`config.mk`:
```
export PLATFORM = sky130hd
export DESIGN_NAME = audio_adc_capture
export DESIGN_NICKNAME = d
export VERILOG_FILES = /design/src/rtl/audio_adc_capture.sv
export SDC_FILE = /design/constraint.sdc
export NUM_CORES = 1
export LEC_CHECK = 0
export ABC_AREA = 1
export BUFFER_PORTS_ARGS = -buffer_cell sky130_fd_sc_hd__buf_2
export CORE_AREA = 5 5 163 165
export DETAILED_ROUTE_END_ITERATION = 8
export DIE_AREA = 0 0 168 170
export PLACE_DENSITY_LB_ADDON = 0.1
export REMOVE_ABC_BUFFERS = 1
export SYNTH_ARGS = -nofsm -noshare
export SYNTH_HDL_FRONTEND = slang
export SYNTH_SLANG_ARGS = --single-unit
```
`constraint.sdc`:
```
create_clock -name clk -period 3.6 [get_ports clk]
set_input_delay 0.36 -clock clk [delete_from_list [all_inputs] [get_ports clk]]
set_output_delay 0.36 -clock clk [all_outputs]
set_load 0.05 [all_outputs]
```
`src/rtl/audio_adc_capture.sv`:
```
// audio_adc_capture: I2S receive path for the WM8731 ADC link.
// Oversamples the codec-mastered BCLK/ADCLRCK/ADCDAT on clk, deserialises
// MSB-first left/right words and queues complete stereo pairs in a small FIFO
// that is drained through a valid/ready interface.
module audio_adc_capture #(
  parameter int DATA_WIDTH  = 24,
  parameter int FIFO_DEPTH  = 4,
  parameter int SYNC_STAGES = 2
) (
  input  logic                  clk,
  input  logic                  resetn,
  input  logic                  enable,
  input  logic                  AUD_BCLK,
  input  logic                  AUD_ADCLRCK,
  input  logic                  AUD_ADCDAT,
  output logic [DATA_WIDTH-1:0] out_left,
  output logic [DATA_WIDTH-1:0] out_right,
  output logic                  out_valid,
  input  logic                  out_ready,
  output logic                  overflow,
  input  logic                  clear_overflow
);

  localparam int CNT_W  = $clog2(DATA_WIDTH + 1);
  localparam int PTR_W  = $clog2(FIFO_DEPTH);
  localparam int OCC_W  = $clog2(FIFO_DEPTH + 1);
  localparam int PAIR_W = 2 * DATA_WIDTH;

  typedef enum logic [1:0] {
    ST_IDLE  = 2'd0,
    ST_SKIP  = 2'd1,
    ST_SHIFT = 2'd2,
    ST_HOLD  = 2'd3
  } state_t;

  // Input synchronisers and edge-detect history
  logic [SYNC_STAGES-1:0] bclk_sync_q, bclk_sync_d;
  logic [SYNC_STAGES-1:0] lrck_sync_q, lrck_sync_d;
  logic [SYNC_STAGES-1:0] dat_sync_q, dat_sync_d;
  logic                   bclk_prev_q, bclk_prev_d;
  logic                   lrck_last_q, lrck_last_d;
  logic                   bclk_s, lrck_s, dat_s;
  logic                   bclk_rise_s, lr_edge_s;

  // Slot receiver state
  state_t                 state_q, state_d;
  logic [CNT_W-1:0]       cnt_q, cnt_d;
  logic [DATA_WIDTH-1:0]  shreg_q, shreg_d;
  logic                   chan_q, chan_d;
  logic [DATA_WIDTH-1:0]  left_hold_q, left_hold_d;
  logic                   have_left_q, have_left_d;
  logic                   commit_s;
  logic [DATA_WIDTH-1:0]  commit_word_s;
  logic                   push_s;
  logic [PAIR_W-1:0]      push_pair_s;

  // Pair FIFO with a registered head
  logic [PAIR_W-1:0]      mem_q [FIFO_DEPTH];
  logic [PAIR_W-1:0]      mem_d [FIFO_DEPTH];
  logic [PTR_W-1:0]       wr_ptr_q, wr_ptr_d;
  logic [PTR_W-1:0]       rd_ptr_q, rd_ptr_d;
  logic [OCC_W-1:0]       occ_q, occ_d;
  logic [OCC_W-1:0]       remain_s;
  logic [PAIR_W-1:0]      head_q, head_d;
  logic                   out_valid_q, out_valid_d;
  logic                   overflow_q, overflow_d;
  logic                   pop_s, full_s, accept_s, drop_s;

  // Synchroniser shift, BCLK rise detect and LRCK history sampled on BCLK rises
  always_comb begin
    bclk_sync_d = {bclk_sync_q[SYNC_STAGES-2:0], AUD_BCLK};
    lrck_sync_d = {lrck_sync_q[SYNC_STAGES-2:0], AUD_ADCLRCK};
    dat_sync_d  = {dat_sync_q[SYNC_STAGES-2:0], AUD_ADCDAT};
    bclk_s      = bclk_sync_q[SYNC_STAGES-1];
    lrck_s      = lrck_sync_q[SYNC_STAGES-1];
    dat_s       = dat_sync_q[SYNC_STAGES-1];
    bclk_prev_d = bclk_s;
    bclk_rise_s = bclk_s & ~bclk_prev_q;
    lr_edge_s   = bclk_rise_s & (lrck_s ^ lrck_last_q);
    if (bclk_rise_s) begin
      lrck_last_d = lrck_s;
    end else begin
      lrck_last_d = lrck_last_q;
    end
  end

  // Slot receiver: next state, shifting, word commit and pair assembly.
  // The BCLK rise that reveals an LRCK change carries the I2S delay bit, so
  // SKIP only clears the counter and the following rise delivers the MSB.
  always_comb begin
    state_d       = state_q;
    cnt_d         = cnt_q;
    shreg_d       = shreg_q;
    chan_d        = chan_q;
    left_hold_d   = left_hold_q;
    have_left_d   = have_left_q;
    commit_s      = 1'b0;
    commit_word_s = '0;
    push_s        = 1'b0;
    push_pair_s   = '0;
    if (!enable) begin
      state_d     = ST_IDLE;
      cnt_d       = '0;
      have_left_d = 1'b0;
    end else begin
      case (state_q)
        ST_IDLE: begin
          have_left_d = 1'b0;
          if (lr_edge_s && !lrck_s) begin
            chan_d  = 1'b0;
            state_d = ST_SKIP;
          end else begin
            state_d = ST_IDLE;
          end
        end
        ST_SKIP: begin
          cnt_d   = '0;
          shreg_d = '0;
          state_d = ST_SHIFT;
        end
        ST_SHIFT: begin
          if (lr_edge_s) begin
            // short slot: left-align the bits received, LSBs become zero
            commit_s      = 1'b1;
            commit_word_s = shreg_q << (CNT_W'(DATA_WIDTH) - cnt_q);
            chan_d        = lrck_s;
            state_d       = ST_SKIP;
          end else if (bclk_rise_s) begin
            shreg_d = {shreg_q[DATA_WIDTH-2:0], dat_s};
            cnt_d   = cnt_q + CNT_W'(1);
            if (cnt_q == CNT_W'(DATA_WIDTH - 1)) begin
              commit_s      = 1'b1;
              commit_word_s = {shreg_q[DATA_WIDTH-2:0], dat_s};
              state_d       = ST_HOLD;
            end else begin
              state_d = ST_SHIFT;
            end
          end else begin
            state_d = ST_SHIFT;
          end
        end
        ST_HOLD: begin
          if (lr_edge_s) begin
            chan_d  = lrck_s;
            state_d = ST_SKIP;
          end else begin
            state_d = ST_HOLD;
          end
        end
        default: begin
          state_d = ST_IDLE;
        end
      endcase
      if (commit_s && !chan_q) begin
        left_hold_d = commit_word_s;
        have_left_d = 1'b1;
      end else if (commit_s && have_left_q) begin
        push_s      = 1'b1;
        push_pair_s = {left_hold_q, commit_word_s};
      end else begin
        push_s = 1'b0;
      end
    end
  end

  // FIFO bookkeeping, head register update and sticky overflow
  always_comb begin
    pop_s    = out_valid_q & out_ready;
    full_s   = (occ_q == OCC_W'(FIFO_DEPTH));
    accept_s = push_s & (~full_s | pop_s);
    drop_s   = push_s & full_s & ~pop_s;
    mem_d    = mem_q;
    if (accept_s) begin
      mem_d[wr_ptr_q] = push_pair_s;
    end else begin
      mem_d = mem_q;
    end
    wr_ptr_d = wr_ptr_q + PTR_W'(accept_s);
    rd_ptr_d = rd_ptr_q + PTR_W'(pop_s);
    occ_d    = occ_q + OCC_W'(accept_s) - OCC_W'(pop_s);
    remain_s = occ_q - OCC_W'(pop_s);
    if (remain_s != '0) begin
      head_d      = mem_q[rd_ptr_d];
      out_valid_d = 1'b1;
    end else if (accept_s) begin
      head_d      = push_pair_s;
      out_valid_d = 1'b1;
    end else begin
      head_d      = head_q;
      out_valid_d = 1'b0;
    end
    if (drop_s) begin
      overflow_d = 1'b1;
    end else if (clear_overflow) begin
      overflow_d = 1'b0;
    end else begin
      overflow_d = overflow_q;
    end
  end

  // State registers for synchronisers, receiver and FIFO
  always_ff @(posedge clk or negedge resetn) begin
    if (!resetn) begin
      bclk_sync_q <= '0;
      lrck_sync_q <= '0;
      dat_sync_q  <= '0;
      bclk_prev_q <= 1'b0;
      lrck_last_q <= 1'b0;
      state_q     <= ST_IDLE;
      cnt_q       <= '0;
      shreg_q     <= '0;
      chan_q      <= 1'b0;
      left_hold_q <= '0;
      have_left_q <= 1'b0;
      mem_q       <= '{default: '0};
      wr_ptr_q    <= '0;
      rd_ptr_q    <= '0;
      occ_q       <= '0;
      head_q      <= '0;
      out_valid_q <= 1'b0;
      overflow_q  <= 1'b0;
    end else begin
      bclk_sync_q <= bclk_sync_d;
      lrck_sync_q <= lrck_sync_d;
      dat_sync_q  <= dat_sync_d;
      bclk_prev_q <= bclk_prev_d;
      lrck_last_q <= lrck_last_d;
      state_q     <= state_d;
      cnt_q       <= cnt_d;
      shreg_q     <= shreg_d;
      chan_q      <= chan_d;
      left_hold_q <= left_hold_d;
      have_left_q <= have_left_d;
      mem_q       <= mem_d;
      wr_ptr_q    <= wr_ptr_d;
      rd_ptr_q    <= rd_ptr_d;
      occ_q       <= occ_d;
      head_q      <= head_d;
      out_valid_q <= out_valid_d;
      overflow_q  <= overflow_d;
    end
  end

  assign out_left  = head_q[PAIR_W-1:DATA_WIDTH];
  assign out_right = head_q[DATA_WIDTH-1:0];
  assign out_valid = out_valid_q;
  assign overflow  = overflow_q;

endmodule

```
==> metrics.log <==
INFO  metric core_area = roughly 0.025 mm2
INFO  metric cp.required = between 4000 and 5000 ps
INFO  metric chipHeight = 170 um
INFO  metric period_needed = a little over 3000 ps
INFO  metric worstPathArrival = 3490 ps
INFO  metric share_of_post_route_cells_with_drive_strength_above_1 = under 10%
INFO  metric design.final.nets = 1925
INFO  metric worst_pin_slew = around 1100 ps
INFO  metric diodes = 0
INFO  metric synth.yosys.seq_area_share = 52.0%
INFO  metric timing.critical_path.from_type = flop
INFO  metric synth_seq_cells = 314
INFO  metric post_cts_clock_slew_at_the_launch_and_capture_registers_of_the_worst_setup_and_hold_paths = 60 ps
INFO  metric rsz0062_at_grt = false
INFO  metric pwr-share-seq = ~34%
INFO  metric timing.final.max_slew_violations = 0
INFO  metric drt_drc_violations_left = 0
INFO  metric cts.sinks = between 300 and 400
INFO  metric postPlaceCellArea = approximately 0.016 mm2
INFO  metric die-area = around 0.029 mm2
INFO  metric initial_core_util = roughly three fifths
INFO  metric end_kind = flop
INFO  metric mostFrequentLayoutCells = sky130_fd_sc_hd__nand2_1, sky130_fd_sc_hd__dfrtp_1, sky130_fd_sc_hd__o21ai_0
INFO  metric globalplace.congestion = approximately 0.95
INFO  metric fp-row-count = between 50 and 60
INFO  metric post_synth_instance_area = roughly 0.015 mm2
INFO  metric pre_cts_ws = just over 600 ps
INFO  metric comb_power_share = between 30 and 40%
INFO  metric vdd_drop_max = roughly 1.5 mV
INFO  metric power_density = roughly 760 mW/mm2
INFO  metric hold_violations = 0
INFO  metric finalSetupViolCount = 0
INFO  metric internal_power = 0.00742 W
INFO  metric portBuffers = 57
INFO  metric final_util = between 60% and 70%
INFO  metric p_leak = roughly 7.8 nW
INFO  metric clock_tree.root_cell = sky130_fd_sc_hd__clkbuf_16
INFO  metric min-delay-path-class = in2reg
INFO  metric place.detailed.instances = ~2200
INFO  metric status = complete, no violations
INFO  metric wire_per_inst = between 15 and 20 um
INFO  metric clkLatencyLatePin = 520 ps
INFO  metric via_count = 13400
INFO  metric synthesis.area_per_instance = around 8 um2
INFO  metric cts_resized = 0
INFO  metric die_x = ~170 um
INFO  metric setup.worst_path.class = reg2reg
INFO  metric number_of_levels_in_the_clock_h_tree = 2
INFO  metric drt_iter0_markers = about 1400
INFO  metric hpwl = ~26000 um
INFO  metric wire_length_of_the_first_global_routing_pass = ~70000 um
INFO  metric final-instance-count-excl-fill = roughly 2300
INFO  metric grt_use_total = a little under a third
INFO  metric yosys.area.top_type = sky130_fd_sc_hd__dfrtp_1
INFO  metric postRouteWirelength = around 43000 um
INFO  metric commonest_non_fill_non_tap_cell_in_the_layout = sky130_fd_sc_hd__nand2_1
INFO  metric critical_path.max_fanout = 28
INFO  metric grt_antenna_before_repair = 0
INFO  metric timing.setup.tns = 0 ps
INFO  metric post_synth_num_cell_types = around 40
INFO  metric first_global_vias = around 13000
INFO  metric timing.max_slew.rel_slack = approximately a quarter
INFO  metric num_io_pins = 58
INFO  metric fin_skew = 26.7 ps
INFO  metric numCtsBuffers = 35
INFO  metric global_route.overflow_total = 0
INFO  metric maxCapViolations = 0
INFO  metric power.switching_fraction = 41.7%
INFO  metric finalWorstSetupSlack = 545 ps
INFO  metric cts_tree = built
INFO  metric cts.path.max_buffers = 3
INFO  metric synth_cells = approximately 1900
INFO  metric layout-area-overhead-vs-synth = 10.9%
INFO  metric netlist_top_cells_area = sky130_fd_sc_hd__dfrtp_1, sky130_fd_sc_hd__nand2_1, sky130_fd_sc_hd__o21ai_0, sky130_fd_sc_hd__nand3_1, sky130_fd_sc_hd__nor2_1
INFO  metric layout_worst_path_cycle_share = between 80% and 90%
INFO  metric grt_max_degree = around 100
INFO  metric drt-pass1-iter-count = 6
INFO  metric route.antenna.remaining_nets = 0
INFO  metric viasPerCell = 5.94
INFO  metric maximum_operating_frequency = between 300 and 400 MHz
INFO  metric total_switching_power = between 0.005 and 0.006 W
INFO  metric power.share.clock = between 20% and 30%
INFO  metric synthesis.yosys.warnings = 0
INFO  metric post-cts-setup-buffers = 0
INFO  metric postLayoutCellArea = approximately 0.017 mm2
INFO  metric synth_top_cell_area_share = 52.0%
==> worst max-delay path, stage by stage (launching register included) <==
cell                      delay (ps)
sky130_fd_sc_hd__dfrtp_1         350
sky130_fd_sc_hd__buf_4           300
sky130_fd_sc_hd__inv_1           100
sky130_fd_sc_hd__ha_1            220
sky130_fd_sc_hd__nand2_1          90
sky130_fd_sc_hd__nand2_1         250
sky130_fd_sc_hd__inv_1           370
sky130_fd_sc_hd__buf_4           260
sky130_fd_sc_hd__nand3_1          80
sky130_fd_sc_hd__nand2_1         140
sky130_fd_sc_hd__nor2_1           60
sky130_fd_sc_hd__o21ai_0         290
sky130_fd_sc_hd__nand3_1         220
sky130_fd_sc_hd__o21ai_0         230
==> power groups by stage <==
stage	Sequential, W	Clock (W)	Combinational, W
2_1_floorplan	0.00507	0	0.00256
3_3_place_gp	0.00431	0	0.00481
3_5_place_dp	0.00432	0	0.00490
4_1_cts	0.00426	0.00356	0.00494
5_1_grt	0.00431	0.00374	0.00545
6_report	0.00426	0.00352	0.00495
==> sequential cells by signal, indices dropped and copies added (netlist names), 2 cells and up <==
signal	cells
state_q	2
lrck_sync_q	2
shreg_q	24
dat_sync_q	2
rd_ptr_q	2
mem_q	192
occ_q	3
cnt_q	5
wr_ptr_q	2
left_hold_q	24
head_q	48
bclk_sync_q	2
==> final cells by class <==
type	count	area [um2]
clock buffers	50	1030
clock inverters	10	100
fillers	2081	8130
inverters	90	342
multi-input cells	1368	6370
flip-flops and latches	314	7860
well taps	330	413
repair buffers	95	641
==> path summary, 6_finish.rpt <==
| check | start | to | slack (ps) | cells past startpoint |
|---|---|---|---|---|
| hold / removal | clear_overflow | overflow | 50 | 2 |
| max in group asynchronous | resetn | mem_q[10] | 2200 | 3 |
| hold reg to reg | dat_sync_q[0] | dat_sync_q[1] | 350 | 0 |
| setup / recovery | cnt_q[0] | mem_q[62] | 550 | 13 |
| setup reg to reg | cnt_q[0] | mem_q[62] | 550 | 13 |
| min in group asynchronous | resetn | mem_q[84] | 390 | 2 |
==> Yosys cell counts, drive strengths merged <==
cell type,instances
xnor2,1
o311ai,1
a31oi,6
buf,57
clkinv,7
ha,12
nand2,543
o211ai,10
o21a,1
xor2,5
nor3,5
nand4,11
fa,1
o311a,1
clkbuf,67
inv,83
or2,4
nand3,200
o31ai,15
o221ai,22
a21oi,37
dfrtp,314
o21ai,312
nor2,165
and3,1
o22ai,15
==> per-stage QoR <==
step                hold WS, ps  total power [W]
finish                     52.8           0.0127
global route               50.1           0.0135
CTS                        41.0           0.0127
detailed placement          339          0.00921
global placement            335          0.00913
floorplan                  64.4          0.00763
==> logic make-up after synthesis <==
family                   synth area share, %
AO/OA/AOI/OAI                           15.1
XOR/XNOR                               0.397
adder cells (fa/ha/maj)                 1.13
buffers and inverters                   5.89
flip-flops                              52.0
AND/OR/NAND/NOR                         25.4
==> per-layer routing <==
| layer | vias up | global-route usage (%) | wire length [um] |
|---|---|---|---|
| li1 | 6320 | - | - |
| met1 | 6402 | 43.6 | 18500 |
| met2 | 575 | 47.3 | 19100 |
| met3 | 111 | 5.71 | 3650 |
| met4 | 0 | 10.2 | 1330 |
| met5 | - | 0 | 0 |
==> timing repair <==
item | 4_1_cts | 5_1_grt
hold buffers | 4 | 0
setup endpoints to repair | 0 | 0
endpoints found under the hold margin | 85 | 0
No activity file was read; power rests on OpenSTA's default activity.
